<file path="src/rtl/stopwatch_if.sv">
// Button/level inputs and display-side outputs of the stopwatch core.
// The master drives the debounced controls; the slave is the timekeeping core.
interface stopwatch_if #(
  parameter int MIN_W = 6
);
  logic             pause_btn;
  logic             lap_btn;
  logic             adj;
  logic             sel;
  logic             dir;
  logic [MIN_W-1:0] minutes;
  logic [5:0]       seconds;
  logic [MIN_W-1:0] lap_minutes;
  logic [5:0]       lap_seconds;
  logic             lap_valid;
  logic             running;
  logic             expired;
  logic             rollover;
  logic             blank_min;
  logic             blank_sec;
  logic [1:0]       state_dbg;

  modport master (
    output pause_btn, lap_btn, adj, sel, dir,
    input  minutes, seconds, lap_minutes, lap_seconds, lap_valid,
    input  running, expired, rollover, blank_min, blank_sec, state_dbg
  );

  modport slave (
    input  pause_btn, lap_btn, adj, sel, dir,
    output minutes, seconds, lap_minutes, lap_seconds, lap_valid,
    output running, expired, rollover, blank_min, blank_sec, state_dbg
  );
endinterface

</file>
<file path="src/rtl/stopwatch_core.sv">
// Single-clock stopwatch: clock-enable prescalers, button edge detection,
// up/down counting with expiry, lap capture and adjust-mode digit blinking.
module stopwatch_core #(
  parameter int TICKS_PER_SEC = 100000000,
  parameter int ADJ_TICKS     = 50000000,
  parameter int BLINK_TICKS   = 10000000,
  parameter int MIN_MAX       = 59,
  parameter int MIN_W         = 6
) (
  input logic        clk,
  input logic        rst,
  stopwatch_if.slave bus
);
  localparam int SW = (TICKS_PER_SEC > 1) ? $clog2(TICKS_PER_SEC) : 1;
  localparam int AW = (ADJ_TICKS > 1) ? $clog2(ADJ_TICKS) : 1;
  localparam int BW = (BLINK_TICKS > 1) ? $clog2(BLINK_TICKS) : 1;
  localparam logic [SW-1:0]    SEC_LAST   = SW'(TICKS_PER_SEC - 1);
  localparam logic [AW-1:0]    ADJ_LAST   = AW'(ADJ_TICKS - 1);
  localparam logic [BW-1:0]    BLINK_LAST = BW'(BLINK_TICKS - 1);
  localparam logic [MIN_W-1:0] MIN_LAST   = MIN_W'(MIN_MAX);

  typedef enum logic [1:0] {
    RUN     = 2'd0,
    PAUSED  = 2'd1,
    ADJUST  = 2'd2,
    EXPIRED = 2'd3
  } state_t;

  state_t           state, state_n;
  logic             resume, resume_n;
  logic [SW-1:0]    sec_cnt;
  logic [AW-1:0]    adj_cnt;
  logic [BW-1:0]    blink_cnt;
  logic             phase, phase_n;
  logic             armed, pause_q, lap_q;
  logic [MIN_W-1:0] min_q, min_n, lap_min_q;
  logic [5:0]       sec_q, sec_n, lap_sec_q;
  logic             lap_valid_q, rollover_q, rollover_n;
  logic             blank_min_q, blank_sec_q;
  logic             pause_edge, lap_edge, sec_tick, adj_tick, blink_tick;

  // armed suppresses a false edge from a button held high across reset release
  assign pause_edge = armed & bus.pause_btn & ~pause_q;
  assign lap_edge   = armed & bus.lap_btn & ~lap_q;
  assign sec_tick   = (state == RUN) && (sec_cnt == SEC_LAST);
  assign adj_tick   = (state == ADJUST) && (adj_cnt == ADJ_LAST);
  assign blink_tick = (state == ADJUST) && (blink_cnt == BLINK_LAST);

  always_comb begin
    state_n    = state;
    resume_n   = resume;
    min_n      = min_q;
    sec_n      = sec_q;
    rollover_n = 1'b0;
    case (state)
      RUN: begin
        if (sec_tick) begin
          if (!bus.dir) begin
            if (sec_q == 6'd59) begin
              sec_n = 6'd0;
              if (min_q == MIN_LAST) begin
                min_n      = '0;
                rollover_n = 1'b1;
              end else begin
                min_n = min_q + MIN_W'(1);
              end
            end else begin
              sec_n = sec_q + 6'd1;
            end
          end else if (min_q == '0 && sec_q == 6'd0) begin
            state_n = EXPIRED;
          end else if (sec_q == 6'd0) begin
            sec_n = 6'd59;
            min_n = min_q - MIN_W'(1);
          end else begin
            sec_n = sec_q - 6'd1;
          end
        end
        if (pause_edge && state_n == RUN) state_n = PAUSED;
      end
      PAUSED: begin
        if (pause_edge) state_n = RUN;
      end
      ADJUST: begin
        if (pause_edge) resume_n = ~resume;
        // adjust steps wrap inside the selected field, never carry
        if (adj_tick) begin
          if (bus.sel) begin
            if (!bus.dir) min_n = (min_q == MIN_LAST) ? '0 : min_q + MIN_W'(1);
            else          min_n = (min_q == '0) ? MIN_LAST : min_q - MIN_W'(1);
          end else begin
            if (!bus.dir) sec_n = (sec_q == 6'd59) ? 6'd0 : sec_q + 6'd1;
            else          sec_n = (sec_q == 6'd0) ? 6'd59 : sec_q - 6'd1;
          end
        end
        state_n = resume_n ? RUN : PAUSED;
      end
      default: state_n = EXPIRED;
    endcase
    if (bus.adj) begin
      if (state != ADJUST) resume_n = (state == RUN);
      state_n = ADJUST;
    end
    phase_n = (state_n == ADJUST) && (phase ^ blink_tick);
  end

  always_ff @(posedge clk or posedge rst) begin
    if (rst) begin
      state       <= RUN;
      resume      <= 1'b0;
      sec_cnt     <= '0;
      adj_cnt     <= '0;
      blink_cnt   <= '0;
      phase       <= 1'b0;
      armed       <= 1'b0;
      pause_q     <= 1'b0;
      lap_q       <= 1'b0;
      min_q       <= '0;
      sec_q       <= 6'd0;
      lap_min_q   <= '0;
      lap_sec_q   <= 6'd0;
      lap_valid_q <= 1'b0;
      rollover_q  <= 1'b0;
      blank_min_q <= 1'b0;
      blank_sec_q <= 1'b0;
    end else begin
      state       <= state_n;
      resume      <= resume_n;
      min_q       <= min_n;
      sec_q       <= sec_n;
      rollover_q  <= rollover_n;
      armed       <= 1'b1;
      pause_q     <= bus.pause_btn;
      lap_q       <= bus.lap_btn;
      // prescalers sit at zero outside their state, so each entry starts a full period
      sec_cnt     <= (state != RUN || sec_tick) ? '0 : sec_cnt + SW'(1);
      adj_cnt     <= (state != ADJUST || adj_tick) ? '0 : adj_cnt + AW'(1);
      blink_cnt   <= (state != ADJUST || blink_tick) ? '0 : blink_cnt + BW'(1);
      phase       <= phase_n;
      blank_min_q <= phase_n & bus.sel;
      blank_sec_q <= phase_n & ~bus.sel;
      if (lap_edge) begin
        lap_min_q   <= min_q;
        lap_sec_q   <= sec_q;
        lap_valid_q <= 1'b1;
      end
    end
  end

  assign bus.minutes     = min_q;
  assign bus.seconds     = sec_q;
  assign bus.lap_minutes = lap_min_q;
  assign bus.lap_seconds = lap_sec_q;
  assign bus.lap_valid   = lap_valid_q;
  assign bus.running     = (state == RUN);
  assign bus.expired     = (state == EXPIRED);
  assign bus.rollover    = rollover_q;
  assign bus.blank_min   = blank_min_q;
  assign bus.blank_sec   = blank_sec_q;
  assign bus.state_dbg   = state;
endmodule

</file>
<file path="src/flat_wrapper.sv">
// flat-port wrapper written by rule: the top's interface ports become plain ports
module stopwatch_core_flat 
#(
  parameter int TICKS_PER_SEC = 100000000,
  parameter int ADJ_TICKS     = 50000000,
  parameter int BLINK_TICKS   = 10000000,
  parameter int MIN_MAX       = 59,
  parameter int MIN_W         = 6
)
  (clk, rst, bus_pause_btn, bus_lap_btn, bus_adj, bus_sel, bus_dir, bus_minutes, bus_seconds, bus_lap_minutes, bus_lap_seconds, bus_lap_valid, bus_running, bus_expired, bus_rollover, bus_blank_min, bus_blank_sec, bus_state_dbg);
  stopwatch_if #(.MIN_W(MIN_W)) bus_i ();
  input logic clk;
  input logic rst;
  input wire logic [$bits(bus_i.pause_btn)-1:0] bus_pause_btn;
  input wire logic [$bits(bus_i.lap_btn)-1:0] bus_lap_btn;
  input wire logic [$bits(bus_i.adj)-1:0] bus_adj;
  input wire logic [$bits(bus_i.sel)-1:0] bus_sel;
  input wire logic [$bits(bus_i.dir)-1:0] bus_dir;
  output wire logic [$bits(bus_i.minutes)-1:0] bus_minutes;
  output wire logic [$bits(bus_i.seconds)-1:0] bus_seconds;
  output wire logic [$bits(bus_i.lap_minutes)-1:0] bus_lap_minutes;
  output wire logic [$bits(bus_i.lap_seconds)-1:0] bus_lap_seconds;
  output wire logic [$bits(bus_i.lap_valid)-1:0] bus_lap_valid;
  output wire logic [$bits(bus_i.running)-1:0] bus_running;
  output wire logic [$bits(bus_i.expired)-1:0] bus_expired;
  output wire logic [$bits(bus_i.rollover)-1:0] bus_rollover;
  output wire logic [$bits(bus_i.blank_min)-1:0] bus_blank_min;
  output wire logic [$bits(bus_i.blank_sec)-1:0] bus_blank_sec;
  output wire logic [$bits(bus_i.state_dbg)-1:0] bus_state_dbg;
  assign bus_i.pause_btn = bus_pause_btn;
  assign bus_i.lap_btn = bus_lap_btn;
  assign bus_i.adj = bus_adj;
  assign bus_i.sel = bus_sel;
  assign bus_i.dir = bus_dir;
  assign bus_minutes = bus_i.minutes;
  assign bus_seconds = bus_i.seconds;
  assign bus_lap_minutes = bus_i.lap_minutes;
  assign bus_lap_seconds = bus_i.lap_seconds;
  assign bus_lap_valid = bus_i.lap_valid;
  assign bus_running = bus_i.running;
  assign bus_expired = bus_i.expired;
  assign bus_rollover = bus_i.rollover;
  assign bus_blank_min = bus_i.blank_min;
  assign bus_blank_sec = bus_i.blank_sec;
  assign bus_state_dbg = bus_i.state_dbg;
  stopwatch_core #(.TICKS_PER_SEC(TICKS_PER_SEC), .ADJ_TICKS(ADJ_TICKS), .BLINK_TICKS(BLINK_TICKS), .MIN_MAX(MIN_MAX), .MIN_W(MIN_W)) u_core (.clk(clk), .rst(rst), .bus(bus_i));
endmodule
</file>
<file path="config.mk">
export PLATFORM = sky130hd
export DESIGN_NAME = stopwatch_core_flat
export DESIGN_NICKNAME = d
export VERILOG_FILES = /design/src/rtl/stopwatch_if.sv /design/src/rtl/stopwatch_core.sv /design/src/flat_wrapper.sv
export SDC_FILE = /design/constraint.sdc
export NUM_CORES = 1
export LEC_CHECK = 0
export ABC_AREA = 1
export CAP_MARGIN = 20
export CORE_MARGIN = 4
export CORE_UTILIZATION = 36
export CTS_CLUSTER_SIZE = 28
export DETAILED_ROUTE_END_ITERATION = 16
export GPL_TIMING_DRIVEN = 1
export PLACE_DENSITY = 0.65
export SYNTH_ARGS = -nofsm -noshare
export SYNTH_HDL_FRONTEND = slang
export SYNTH_SLANG_ARGS = --single-unit
export TNS_END_PERCENT = 1
</file>
<file path="constraint.sdc">
create_clock -name clk -period 3.8 [get_ports clk]
set_input_delay 1.14 -clock clk [delete_from_list [all_inputs] [get_ports clk]]
set_output_delay 1.14 -clock clk [all_outputs]
set_load 0.05 [all_outputs]
</file>
# After elaboration in Yosys (flattened, before gate mapping)
# Index checks and enable logic that the tools add are counted.
# classes
bitwise	11
n_eq_ne	17
add_sub_neg	7
n_reduce_logical	17
n_mux	42
# op_table
operator	n
$mux 6	18
$add 27x1->27 const B	1
$eq 27x27->1 const B	1
$mux 27	1
$add 26x1->26 const B	1
$eq 26x26->1 const B	1
$mux 26	1
$add 24x1->24 const B	1
$eq 24x24->1 const B	1
$mux 24	1
$pmux 6 s2	2
$mux 2	7
$add 6x1->6 const B	2
$eq 6x6->1 const B	2
$logic_not 6->1	2
$sub 6x1->6 const B	2
$mux 1	11
$reduce_and 7->1	1
$and 1x1->1	6
$eq 2x2->1 const B	3
$logic_and 1x1->1	6
$ne 2x2->1 const B	3
$ne 3x2->1 const B	2
$pmux 2 s3	1
9 further kinds	17
# totals
out_inout_bits	32
register_bits	112
input_bits	7

# Logic depth before layout (Yosys ltp)
# Gate-level depths: netlist (run 1).
# logic_depth
depth_word	14
ltp_mapped	11
mapped_depth_nobuf	10

# Least setup slack after synthesis (run 1)
# OpenSTA, ideal clock, no wires.
# synth_timing
kind	register to output
start	register u_core.state[0] (netlist: u_core.bus.state_dbg[0])
end	output bus_expired
stages_incl_launch_ff	3
slack_ps	1521
arrival_time_ps	1139
path_cell_list	dfrtp_1 -> nand2_1 -> inv_1
# synth_via
elab_chain_len	1
# synth_rtl
element	line_no	source
from (decl)	stopwatch_core.sv:29	state_t state, state_n;
from (signal assigned)	stopwatch_core.sv:127	state <= state_n;
$eq 2x2->1	stopwatch_core.sv:156	assign bus.expired = (state == EXPIRED);
to (decl)	flat_wrapper.sv:25	output wire logic [$bits(bus_i.expired)-1:0] bus_expired;
# Every way passes these cells.

# Worst setup path after layout (run 1)
# layout_timing
start	register u_core.state[0] (netlist: u_core.bus.state_dbg[0])
end	output bus_running
# layout_via
elab_chain_len	1
# layout_rtl
element	line_no	source
$logic_not 2->1	stopwatch_core.sv:155	assign bus.running = (state == RUN);
to (decl)	flat_wrapper.sv:24	output wire logic [$bits(bus_i.running)-1:0] bus_running;
# Every way passes these cells.

==> metrics.log, run 1 <==
[metrics] most common cell after layout, fill and taps aside: sky130_fd_sc_hd__nand2_1
[metrics] post-detailed-route wirelength per cell: 13.13 um
[metrics] routed wire length on met3: 732 um
[metrics] vertical die dimension: 142.0 um
[metrics] final hold slack: 0.4653 ns
[metrics] Int Pwr: 2.281 mW
[metrics] Pins Over Slew Limit: 0
[metrics] clock share of power: 25.7%
[metrics] number of global-route vias before repair: 5409
[metrics] aggregate global-route resource usage: 15.82%
[metrics] total routed wire length on the met1 layer: 7139 um
[metrics] gp weighted congestion: 0.8875
[metrics] register-to-register path setup slack: 1.51 ns
[metrics] # IOs: 39
[metrics] Sinks on Clock Net: 112
[metrics] proportion of synthesized area in mux cells: 0%
[metrics] Crit Reg-Reg Endpoint: u_core.bus.minutes[4]
[metrics] min Tclk post-route: 3.123 ns
[metrics] PostCTS Resize Cnt: 0
[metrics] Avg Synthesized Cell Area: 7.391 um2
[metrics] post-synthesis cell type count: 37
[metrics] CP Class: flip-flop to output pin
[metrics] # diodes: 0
[metrics] WL final: 14960 um
[metrics] Synthesis Warnings: 0
[metrics] path length in cells of the critical path: 4
[metrics] VDD IR max: 0.0005137 V
[metrics] global-route wire length before repair: 26150 um
[metrics] uppermost routed layer: met4
[metrics] effective utilization at floorplan: 37.01%
[metrics] sw frac: 40.88%
[metrics] half-perimeter wire length after detailed placement: 11140 um
[metrics] Layout Area Growth over Synthesis: 14.20%
[metrics] part of the total power dissipated in sequential elements: 39.2%
[metrics] leftover overflow at the end of global routing: 0
[metrics] slowest cell on the critical path: sky130_fd_sc_hd__clkdlybuf4s50_1
[metrics] # rows: 48
[metrics] Num CTS Buffers: 9
[metrics] cell area power density: 522.3 mW/mm2
[metrics] leakage power total: 3.174 nW
[metrics] fraction of the mapped netlist area in adder cells: 1.548%
[metrics] endpoint kind of the worst setup timing path: output pin
[metrics] setup repair after global routing missed its margin: false
[metrics] Critical Path Sink: bus_running
[metrics] library cell used as clock root buffer: sky130_fd_sc_hd__clkbuf_16
[metrics] Mapped Nets: 890
[metrics] path class of the lowest-slack min-delay path: flip-flop to flip-flop
[metrics] arrival time at the worst endpoint: 1.98 ns
[metrics] worst clock skew on the final layout: 0.008284 ns
[metrics] H-Tree Depth: 3
[metrics] net load switching power: 1.577 mW
[metrics] result of the run: finished, final reports clean
[metrics] area enclosed by the die boundary: 0.02017 mm2
[metrics] Slew @ Worst Pin: 0.8707 ns
[metrics] total standard cell area after synthesis: 0.006467 mm2
[metrics] crit share post-route: 82.19%
[metrics] core outline area: 0.01748 mm2
[metrics] clock slew seen by the registers of the worst setup and hold paths: 0.08 ns
[metrics] sum of internal, switching and leakage power: 3.858 mW
[metrics] final hold violation count: 0
[metrics] crit path buf inv count: 3
[metrics] CTS Buffer Depth: 2
[metrics] initial antenna violation count: 0
[metrics] family of cells with the greatest summed delay on the critical path: buffers and inverters
[metrics] Rel. slew slack: 41.81%
[metrics] Max Clock Freq: 0.3202 GHz
[metrics] critical path startpoint: u_core.bus.state_dbg[0]
[metrics] Vias/cell: 4.930
[metrics] max cap viols: 0
[metrics] combinational share of power: 35.2%
[metrics] fraction of layout instances using a drive strength above 1: 4.923%
[metrics] post-route DRC violation count: 0
[metrics] reg2reg start: u_core.adj_cnt[0]
[metrics] worst path cell trace: inv_1 > nand2_1 > inv_2 > clkdlybuf4s50_1
[metrics] number of standard cells after synthesis: 875
[metrics] remaining antenna violation count after routing: 0
[metrics] Hold-fix buffers, CTS: 0
[metrics] post-synthesis share of cell area spent on xor and xnor gates: 6.094%
[metrics] port buffer count: 38
[metrics] Finish-stage setup viols: 0
[metrics] met2 routed WL: 6825 um
[metrics] largest fanout on the critical path: 7
[metrics] delay contributed by the slowest stage of the critical path: 0.84 ns
[metrics] compound-cell area share of the yosys netlist: 4.546%
[metrics] via count of the routed design: 5615
[metrics] TritonCTS clock tree: built
[metrics] number of DRC markers after the initial detailed-route iteration: 332
[metrics] post-CTS setup buffer count: 0
[metrics] worst endpoint required time: 2.66 ns
[metrics] dominant combinational cell family by area after synthesis: simple AND/OR/NAND/NOR gates
[metrics] count of state elements after synthesis: 112
[metrics] cells on worst reg2reg path: 10
[metrics] simple logic cell fraction of the synthesized area: 36.87%
[metrics] post-layout net count: 925
[metrics] Clk Latency, worst-skew pair: 0.36 ns
[metrics] post-route setup TNS: 0 ns
[metrics] maximum number of pins on one net before global-route repair: 55
[metrics] DRT Pass-1 Iters: 4
[metrics] sequential share of the synthesized area: 43.34%
[metrics] most used cells in the layout excluding fill and tap cells: 211 x sky130_fd_sc_hd__nand2_1, 151 x sky130_fd_sc_hd__nor2_1, 112 x sky130_fd_sc_hd__dfrtp_1
[metrics] nature of the critical path startpoint: flip-flop
[metrics] DIE WIDTH: 142.0 um
metrics by stage:
stage	instance area, um2	instances	worst slack, ns	util (%)
2_1_floorplan	6471	875	1.303	-
4_1_cts	7386	1139	0.6487	42.26
5_1_grt	7386	1139	0.5683	42.26
3_5_place_dp	7083	1124	0.5880	40.53
6_report	7386	1139	0.6767	42.26
3_3_place_gp	7083	1124	0.6603	40.53
synth_stat cells, drive strengths merged:
library cell / number / area share, %
a211oi: 1 / 0.12
a21oi: 14 / 1.3
a31oi: 3 / 0.29
and2: 1 / 0.097
buf: 13 / 1.2
clkbuf: 3 / 0.17
clkinv: 1 / 0.058
conb: 1 / 0.058
dfrtp: 112 / 43
ha: 8 / 1.5
inv: 105 / 6.1
nand2: 215 / 13
nand3: 55 / 4.6
nand3b: 2 / 0.23
nand4: 37 / 3.6
nor2: 161 / 10
nor3: 53 / 4.3
nor3b: 9 / 1.1
nor4: 2 / 0.19
o211ai: 1 / 0.12
o21a: 4 / 0.46
o21ai: 28 / 2.2
o311ai: 1 / 0.14
xnor2: 13 / 1.8
xor2: 32 / 4.3
registers in the layout (all words and copies together) (netlist names):
| signal | cells |
|---|---|
| u_core.bus.minutes | 6 |
| u_core.bus.lap_valid | 1 |
| u_core.armed | 1 |
| u_core.pause_q | 1 |
| u_core.sec_cnt | 27 |
| u_core.bus.lap_seconds | 6 |
| u_core.bus.blank_min | 1 |
| u_core.bus.blank_sec | 1 |
| u_core.blink_cnt | 24 |
| u_core.phase | 1 |
| u_core.resume | 1 |
| u_core.bus.state_dbg | 2 |
| u_core.bus.rollover | 1 |
| u_core.lap_q | 1 |
| u_core.bus.seconds | 6 |
| u_core.adj_cnt | 26 |
| u_core.bus.lap_minutes | 6 |
logic make-up (layout without fill, tap and decap cells):
group           count (synthesis)  in the layout
simple gates                  535            535
buf+inv                       122            161
flops                         112            112
compound gates                 52             52
xor+xnor                       45             45
fa+ha+maj                       8              8
other cells                     1              1
worst min path at each step:
stage / endpoint / cells past startpoint / slack (ns) / startpoint
floorplan: u_core.sec_cnt[0] / 1 / 0.45 / u_core.sec_cnt[0]
global placement: u_core.bus.lap_valid / 2 / 0.45 / u_core.bus.lap_valid
detailed placement: u_core.bus.lap_valid / 2 / 0.45 / u_core.bus.lap_valid
CTS: u_core.bus.lap_valid / 2 / 0.47 / u_core.bus.lap_valid
global route: u_core.bus.lap_valid / 2 / 0.52 / u_core.bus.lap_valid
finish: u_core.bus.lap_valid / 2 / 0.47 / u_core.bus.lap_valid
worst reg2reg max path: cells and delay by family (launching register included):
kind          cells  cell delay (ns)
simple gates      9             1.53
fa+ha+maj         1             0.24
flops             1             0.41
power groups by stage:
| stage | combinational [mW] | sequential [mW] | clock [mW] |
|---|---|---|---|
| finish | 1.36 | 1.51 | 0.990 |
| global route | 1.50 | 1.54 | 1.07 |
| CTS | 1.37 | 1.51 | 1.03 |
| detailed placement | 1.37 | 1.53 | 0 |
| global placement | 1.36 | 1.53 | 0 |
| floorplan | 0.666 | 1.83 | 0 |
routing by layer:
metal	track usage, %	vias to the layer above
li1	-	2881
met2	25.54	124
met1	21.19	2594
met3	3.360	16
met4	5.404	0
met5	0	-
cell type report:
type                    instances  area [um2]
clock buffers                   9       225.2
clock inverters                 6       77.57
fillers                      1767       10090
inverters                     106       401.6
multi-input cells             641        3177
flip-flops and latches        112        2803
well taps                     225       281.5
repair buffers                 40       420.4
(Power assumes the default switching activity.)
==> run 2: changes to the inputs <==
PLACE_DENSITY = 0.63   (was 0.65)
clock period = 3.1 ns   (was 3.8 ns; I/O delays follow)
==> metrics.log, run 2 (same netlist as run 1, synthesis figures left out) <==
[metrics] part of the total power dissipated in sequential elements: 38.6% (was 39.2%)
[metrics] min setup slack post-route: 0.1866 ns (was 0.6767 ns)
[metrics] # diodes: 0 (unchanged)
[metrics] setup repair after global routing missed its margin: false (unchanged)
[metrics] aggregate global-route resource usage: 15.69% (was 15.82%)
[metrics] final hold violation count: 0 (unchanged)
[metrics] Rel. slew slack: 41.95% (was 41.81%)
[metrics] DP Area: 0.007121 mm2 (was 0.007083 mm2)
[metrics] reg2reg start: u_core.adj_cnt[0] (unchanged)
[metrics] via count of the routed design: 5551 (was 5615)
[metrics] port buffer count: 38 (unchanged)
[metrics] DRT Pass-1 Iters: 5 (was 4)
[metrics] arrival time at the worst endpoint: 1.98 ns (about the same)
[metrics] effective utilization at floorplan: 37.01% (unchanged)
[metrics] most utilized layer in the global route result: met2 (unchanged)
[metrics] Int Pwr: 2.822 mW (was 2.281 mW)
[metrics] leftover overflow at the end of global routing: 0 (unchanged)
[metrics] clock slew seen by the registers of the worst setup and hold paths: 0.08 ns (about the same)
[metrics] worst clock skew on the final layout: 0.01185 ns (was 0.008284 ns)
[metrics] filler cell count in the final layout: 1799 (was 1767)
[metrics] sw frac: 40.97% (was 40.88%)
[metrics] # IOs: 39 (unchanged)
[metrics] TritonCTS clock tree: built (unchanged)
[metrics] path class of the lowest-slack min-delay path: flip-flop to flip-flop (unchanged)
[metrics] post-layout net count: 930 (was 925)
[metrics] critical path startpoint: u_core.bus.state_dbg[0] (unchanged)
[metrics] # rows: 48 (unchanged)
[metrics] leakage power total: 3.211 nW (was 3.174 nW)
[metrics] most used cells in the layout excluding fill and tap cells: 211 x sky130_fd_sc_hd__nand2_1, 151 x sky130_fd_sc_hd__nor2_1, 112 x sky130_fd_sc_hd__dfrtp_1 (unchanged)
[metrics] crit share post-route: 93.98%
[metrics] core outline area: 0.01748 mm2 (unchanged)
[metrics] worst slack after detailed placement: 0.4745 ns (was 0.5880 ns)
[metrics] CTS Buffer Depth: 2 (unchanged)
[metrics] Vias/cell: 4.848 (was 4.930)
[metrics] Hold-fix buffers, CTS: 0 (unchanged)
[metrics] post-detailed-route wirelength per cell: 13.19 um (was 13.13 um)
[metrics] area used by sequential logic in the layout: 0.002803 mm2 (unchanged)
[metrics] Final Util: 42.59% (was 42.26%)
[metrics] CP Class: flip-flop to output pin (unchanged)
[metrics] number of global-route vias before repair: 5405 (was 5409)
[metrics] VDD IR max: 0.0005404 V (was 0.0005137 V)
[metrics] half-perimeter wire length after detailed placement: 11490 um (was 11140 um)
[metrics] result of the run: finished, final reports clean (unchanged)
[metrics] Crit Reg-Reg Endpoint: u_core.adj_cnt[10] (was u_core.bus.minutes[4])
[metrics] H-Tree Depth: 3 (unchanged)
[metrics] register with the most flip-flops: u_core.sec_cnt (unchanged)
[metrics] number of flip-flops in the largest register: 27 (unchanged)
[metrics] DIE WIDTH: 142.0 um (unchanged)
[metrics] met2 Resource Use GR: 24.67% (was 25.54%)
[metrics] Clk Latency, worst-skew pair: 0.36 ns (about the same)
[metrics] area enclosed by the die boundary: 0.02017 mm2 (unchanged)
[metrics] Sinks on Clock Net: 112 (unchanged)
[metrics] worst path cell trace: inv_1 > nand2_1 > inv_2 > clkdlybuf4s50_1 (unchanged)
[metrics] number of DRC markers after the initial detailed-route iteration: 387 (was 332)
[metrics] most common cell after layout, fill and taps aside: sky130_fd_sc_hd__nand2_1 (unchanged)
[metrics] remaining antenna violation count after routing: 0 (unchanged)
[metrics] net load switching power: 1.959 mW (was 1.577 mW)
[metrics] slowest cell on the critical path: sky130_fd_sc_hd__clkdlybuf4s50_1 (unchanged)
[metrics] delay contributed by the slowest stage of the critical path: 0.85 ns (was 0.84 ns)
[metrics] Pins Over Slew Limit: 0 (unchanged)
[metrics] WL final: 15110 um (was 14960 um)
[metrics] cell area power density: 642.3 mW/mm2 (was 522.3 mW/mm2)
[metrics] post-CTS setup buffer count: 0 (unchanged)
[metrics] fraction of met3 tracks used by global routing: 3.864% (was 3.360%)
[metrics] grt met1 use: 22.01% (was 21.19%)
[metrics] Critical Path Sink: bus_running (unchanged)
[metrics] combinational share of power: 35.1% (was 35.2%)
[metrics] fraction of layout instances using a drive strength above 1: 5.543% (was 4.923%)
[metrics] endpoint kind of the worst setup timing path: output pin (unchanged)
[metrics] Layout Area Growth over Synthesis: 15.09% (was 14.20%)
[metrics] min Tclk post-route: 2.913 ns
[metrics] library cell used as clock root buffer: sky130_fd_sc_hd__clkbuf_16 (unchanged)
[metrics] nature of the critical path startpoint: flip-flop (unchanged)
[metrics] total area of multi-input combinational cells: 0.003177 mm2 (unchanged)
[metrics] gp weighted congestion: 0.8704 (was 0.8875)
[metrics] clock share of power: 26.3% (was 25.7%)
[metrics] cells on worst reg2reg path: 10 (unchanged)
[metrics] Finish-stage setup viols: 0 (unchanged)
[metrics] vertical die dimension: 142.0 um (unchanged)
[metrics] post-route setup TNS: 0 ns (unchanged)
[metrics] Num CTS Buffers: 9 (unchanged)
[metrics] Max Clock Freq: 0.3432 GHz
[metrics] Slew @ Worst Pin: 0.8687 ns (was 0.8707 ns)
[metrics] largest fanout on the critical path: 7 (unchanged)
[metrics] worst endpoint required time: 2.17 ns (was 2.66 ns)
[metrics] maximum number of pins on one net before global-route repair: 41 (was 55)
[metrics] max cap viols: 0 (unchanged)
[metrics] initial antenna violation count: 0 (unchanged)
[metrics] register-to-register path setup slack: 0.91 ns (was 1.51 ns)
[metrics] PostCTS Resize Cnt: 0 (unchanged)
[metrics] global-route wire length before repair: 26120 um (was 26150 um)
[metrics] leading registers by flop count: u_core.sec_cnt x27, u_core.adj_cnt x26, u_core.blink_cnt x24 (unchanged)
[metrics] post-route DRC violation count: 0 (unchanged)
[metrics] final std cell area, no fill: 0.007443 mm2 (was 0.007386 mm2)
## run 2: changes by cell type in the layout (fill, tap and decap cells not counted)
cell                         delta
sky130_fd_sc_hd__buf_4          +5
sky130_fd_sc_hd__clkinv_8       +1
sky130_fd_sc_hd__clkinvlp_4     -1
sky130_fd_sc_hd__inv_8          +1
## run 2: worst min-delay path by stage
stage | start | end | slack, ns | depth (start not counted)
2_1_floorplan | u_core.sec_cnt[0] | u_core.sec_cnt[0] | 0.45 | 1
3_3_place_gp | u_core.bus.lap_valid | u_core.bus.lap_valid | 0.45 | 2
3_5_place_dp | u_core.bus.lap_valid | u_core.bus.lap_valid | 0.45 | 2
4_1_cts | u_core.bus.lap_valid | u_core.bus.lap_valid | 0.47 | 2
5_1_grt | u_core.bus.lap_valid | u_core.bus.lap_valid | 0.52 | 2
6_report | u_core.bus.lap_valid | u_core.bus.lap_valid | 0.47 | 2
## run 2: metrics by stage
stage	total power [mW]	hold WS, ns	std cells
2_1_floorplan	3.057	0.4546	875
3_3_place_gp	3.564	0.4484	1129
3_5_place_dp	3.563	0.4493	1129
4_1_cts	4.846	0.4719	1145
5_1_grt	5.098	0.5193	1145
6_report	4.781	0.4660	1145
## run 2: worst max-delay path, delay by kind of cell (launching register included)
family	cells	cell delay, ns
buffers and inverters	3	1.08
and+or+nand+nor	1	0.08
DFF	1	0.45
## run 2: power by group through the flow
| stage | Combinational (mW) | Sequential, mW | Clock [mW] |
|---|---|---|---|
| after global placement | 1.69 | 1.88 | 0 |
| after floorplan | 0.816 | 2.24 | 0 |
| after CTS | 1.69 | 1.85 | 1.30 |
| after detailed placement | 1.69 | 1.87 | 0 |
| final | 1.68 | 1.85 | 1.26 |
| after global routing | 1.86 | 1.88 | 1.36 |
## run 2: area by class of cell
| cell class | count | area share [%] |
|---|---|---|
| well taps | 225 | 3.782 |
| inverters | 106 | 5.396 |
| repair buffers | 45 | 6.152 |
| clock inverters | 7 | 1.311 |
| clock buffers | 9 | 3.026 |
| multi-input cells | 641 | 42.68 |
| flip-flops and latches | 112 | 37.65 |
## run 2: per-layer routing
layer	up-vias	wire length, um
met1	2555	7379
li1	2885	-
met3	14	650
met4	0	179
met5	-	0
met2	97	6898
==> run 3: changes to the inputs <==
CORE_MARGIN = unset   (was 4)
==> metrics.log, run 3 (same netlist as run 1, synthesis figures left out) <==
[metrics] result of the run: finished, final reports clean (unchanged)
[metrics] core outline area: 0.01742 mm2 (was 0.01748 mm2)
[metrics] Max Clock Freq: 0.3465 GHz (was 0.3432 GHz)
[metrics] cell area power density: 639.6 mW/mm2 (was 642.3 mW/mm2)
[metrics] clock share of power: 25.7% (was 26.3%)
[metrics] via count of the routed design: 5582 (was 5551)
[metrics] post-route DRC violation count: 0 (unchanged)
[metrics] Sinks on Clock Net: 112 (unchanged)
[metrics] leakage power total: 3.197 nW (was 3.211 nW)
[metrics] worst endpoint required time: 2.17 ns (about the same)
[metrics] clock slew seen by the registers of the worst setup and hold paths: 0.08 ns (about the same)
[metrics] vertical die dimension: 136.0 um (was 142.0 um)
[metrics] worst path cell trace: inv_1 > nand2_1 > inv_2 > clkdlybuf4s50_1 (unchanged)
[metrics] Clk Latency, worst-skew pair: 0.36 ns (about the same)
[metrics] sw frac: 40.83% (was 40.97%)
[metrics] Final Util: 42.54% (was 42.59%)
[metrics] filler cell count in the final layout: 1785 (was 1799)
[metrics] part of the total power dissipated in sequential elements: 38.9% (was 38.6%)
[metrics] effective utilization at floorplan: 37.13% (was 37.01%)
[metrics] VDD IR max: 0.0008043 V (was 0.0005404 V)
[metrics] most common cell after layout, fill and taps aside: sky130_fd_sc_hd__nand2_1 (unchanged)
[metrics] CP Class: flip-flop to output pin (unchanged)
[metrics] crit share post-route: 93.09% (was 93.98%)
[metrics] leading registers by flop count: u_core.sec_cnt x27, u_core.adj_cnt x26, u_core.blink_cnt x24 (unchanged)
[metrics] register with the most flip-flops: u_core.sec_cnt (unchanged)
[metrics] initial antenna violation count: 0 (unchanged)
[metrics] endpoint kind of the worst setup timing path: output pin (unchanged)
[metrics] Hold-fix buffers, CTS: 0 (unchanged)
[metrics] post-layout net count: 930 (unchanged)
[metrics] path class of the lowest-slack min-delay path: flip-flop to flip-flop (unchanged)
[metrics] post-CTS setup buffer count: 0 (unchanged)
[metrics] path length in cells of the critical path: 4 (unchanged)
[metrics] fraction of layout instances using a drive strength above 1: 5.435% (was 5.543%)
[metrics] gp weighted congestion: 0.8614 (was 0.8704)
[metrics] number of DRC markers after the initial detailed-route iteration: 365 (was 387)
[metrics] Slew @ Worst Pin: 0.8690 ns (was 0.8687 ns)
[metrics] half-perimeter wire length after detailed placement: 11250 um (was 11490 um)
[metrics] area used by sequential logic in the layout: 0.002803 mm2 (unchanged)
[metrics] post-detailed-route wirelength per cell: 13.14 um (was 13.19 um)
[metrics] library cell used as clock root buffer: sky130_fd_sc_hd__clkbuf_16 (unchanged)
[metrics] combinational share of power: 35.4% (was 35.1%)
[metrics] worst clock skew on the final layout: 0.01590 ns (was 0.01185 ns)
[metrics] most used cells in the layout excluding fill and tap cells: 211 x sky130_fd_sc_hd__nand2_1, 151 x sky130_fd_sc_hd__nor2_1, 112 x sky130_fd_sc_hd__dfrtp_1 (unchanged)
[metrics] area enclosed by the die boundary: 0.01851 mm2 (was 0.02017 mm2)
[metrics] maximum number of pins on one net before global-route repair: 42 (was 41)
[metrics] arrival time at the worst endpoint: 1.96 ns (was 1.98 ns)
[metrics] slowest cell on the critical path: sky130_fd_sc_hd__clkdlybuf4s50_1 (unchanged)
[metrics] number of global-route vias before repair: 5311 (was 5405)
[metrics] Finish-stage setup viols: 0 (unchanged)
[metrics] net load switching power: 1.935 mW (was 1.959 mW)
[metrics] Rel. slew slack: 41.93% (was 41.95%)
[metrics] remaining antenna violation count after routing: 0 (unchanged)
[metrics] # diodes: 0 (unchanged)
[metrics] setup repair after global routing missed its margin: false (unchanged)
[metrics] largest fanout on the critical path: 7 (unchanged)
[metrics] family of cells with the greatest summed delay on the critical path: buffers and inverters (unchanged)
[metrics] CTS Buffer Depth: 2 (unchanged)
[metrics] Int Pwr: 2.804 mW (was 2.822 mW)
[metrics] final hold violation count: 0 (unchanged)
[metrics] delay contributed by the slowest stage of the critical path: 0.84 ns (was 0.85 ns)
[metrics] Worst Hold Path Cells: 2 (unchanged)
[metrics] port buffer count: 38 (unchanged)
[metrics] Num CTS Buffers: 9 (unchanged)
[metrics] number of flip-flops in the largest register: 27 (unchanged)
[metrics] WL final: 15050 um (was 15110 um)
[metrics] DIE WIDTH: 136.0 um (was 142.0 um)
[metrics] post-route setup TNS: 0 ns (unchanged)
[metrics] global-route wire length before repair: 25530 um (was 26120 um)
[metrics] TritonCTS clock tree: built (unchanged)
[metrics] cells on worst reg2reg path: 8 (was 10)
[metrics] nature of the critical path startpoint: flip-flop (unchanged)
[metrics] crit path buf inv count: 3 (unchanged)
[metrics] leftover overflow at the end of global routing: 0 (unchanged)
[metrics] min Tclk post-route: 2.886 ns (was 2.913 ns)
[metrics] Layout Area Growth over Synthesis: 14.57% (was 15.09%)
[metrics] aggregate global-route resource usage: 17.44% (was 15.69%)
[metrics] # IOs: 39 (unchanged)
[metrics] sum of internal, switching and leakage power: 4.739 mW (was 4.781 mW)
[metrics] DRT Pass-1 Iters: 5 (unchanged)
[metrics] # rows: 48 (unchanged)
[metrics] max cap viols: 0 (unchanged)
[metrics] PostCTS Resize Cnt: 0 (unchanged)
[metrics] total area of multi-input combinational cells: 0.003177 mm2 (unchanged)
[metrics] H-Tree Depth: 3 (unchanged)
[metrics] Pins Over Slew Limit: 0 (unchanged)
[metrics] Vias/cell: 4.875 (was 4.848)
-- run 3: final cells by class --
cell class	instances	area share (%)
inverters	106	5.420
clock inverters	6	0.9794
flip-flops and latches	112	37.83
well taps	225	3.799
repair buffers	45	6.011
multi-input cells	641	42.87
clock buffers	10	3.090
-- run 3: worst paths after layout --
| path | start | endpoint | slack [ns] |
|---|---|---|---|
| min in group asynchronous | rst | u_core.sec_cnt[8] | 1.00 |
| worst max register to register | u_core.sec_cnt[0] | u_core.sec_cnt[7] | 0.93 |
| worst min register to register | u_core.bus.lap_valid | u_core.bus.lap_valid | 0.47 |
| worst max-delay path | u_core.bus.state_dbg[1] | bus_running | 0.21 |
| max in group asynchronous | rst | u_core.sec_cnt[13] | 1.47 |
| worst min-delay path | u_core.bus.lap_valid | u_core.bus.lap_valid | 0.47 |
-- run 3: power by group through the flow --
stage	sequential (mW)	clock [mW]	combinational, mW
finish	1.84	1.22	1.68
global route	1.88	1.30	1.84
CTS	1.85	1.25	1.69
detailed placement	1.87	0	1.68
global placement	1.87	0	1.67
floorplan	2.24	0	0.816
-- run 3: tightest hold or removal path: stages, from the launching register on --
cell and delay [ns]:
sky130_fd_sc_hd__dfrtp_1 0.35, sky130_fd_sc_hd__inv_1 0.04, sky130_fd_sc_hd__nand2_1 0.05
-- run 3: routing by layer --
layer | vias up | track usage (%) | wire, um
met1 | 2576 | 23.71 | 7310
met2 | 114 | 27.35 | 6858
met5 | - | 0 | 0
met3 | 17 | 4.400 | 686
li1 | 2875 | - | -
met4 | 0 | 4.753 | 190
-- run 3: metrics by stage --
stage | instance area [um2] | setup WS, ns | hold slack [ns] | cells
after floorplan | 6471 | 0.8125 | 0.4546 | 875
after global placement | 7108 | 0.4500 | 0.4477 | 1129
after detailed placement | 7108 | 0.4295 | 0.4497 | 1129
after CTS | 7410 | 0.1804 | 0.4715 | 1145
after global routing | 7410 | 0.1056 | 0.4915 | 1145
final | 7410 | 0.2141 | 0.4680 | 1145
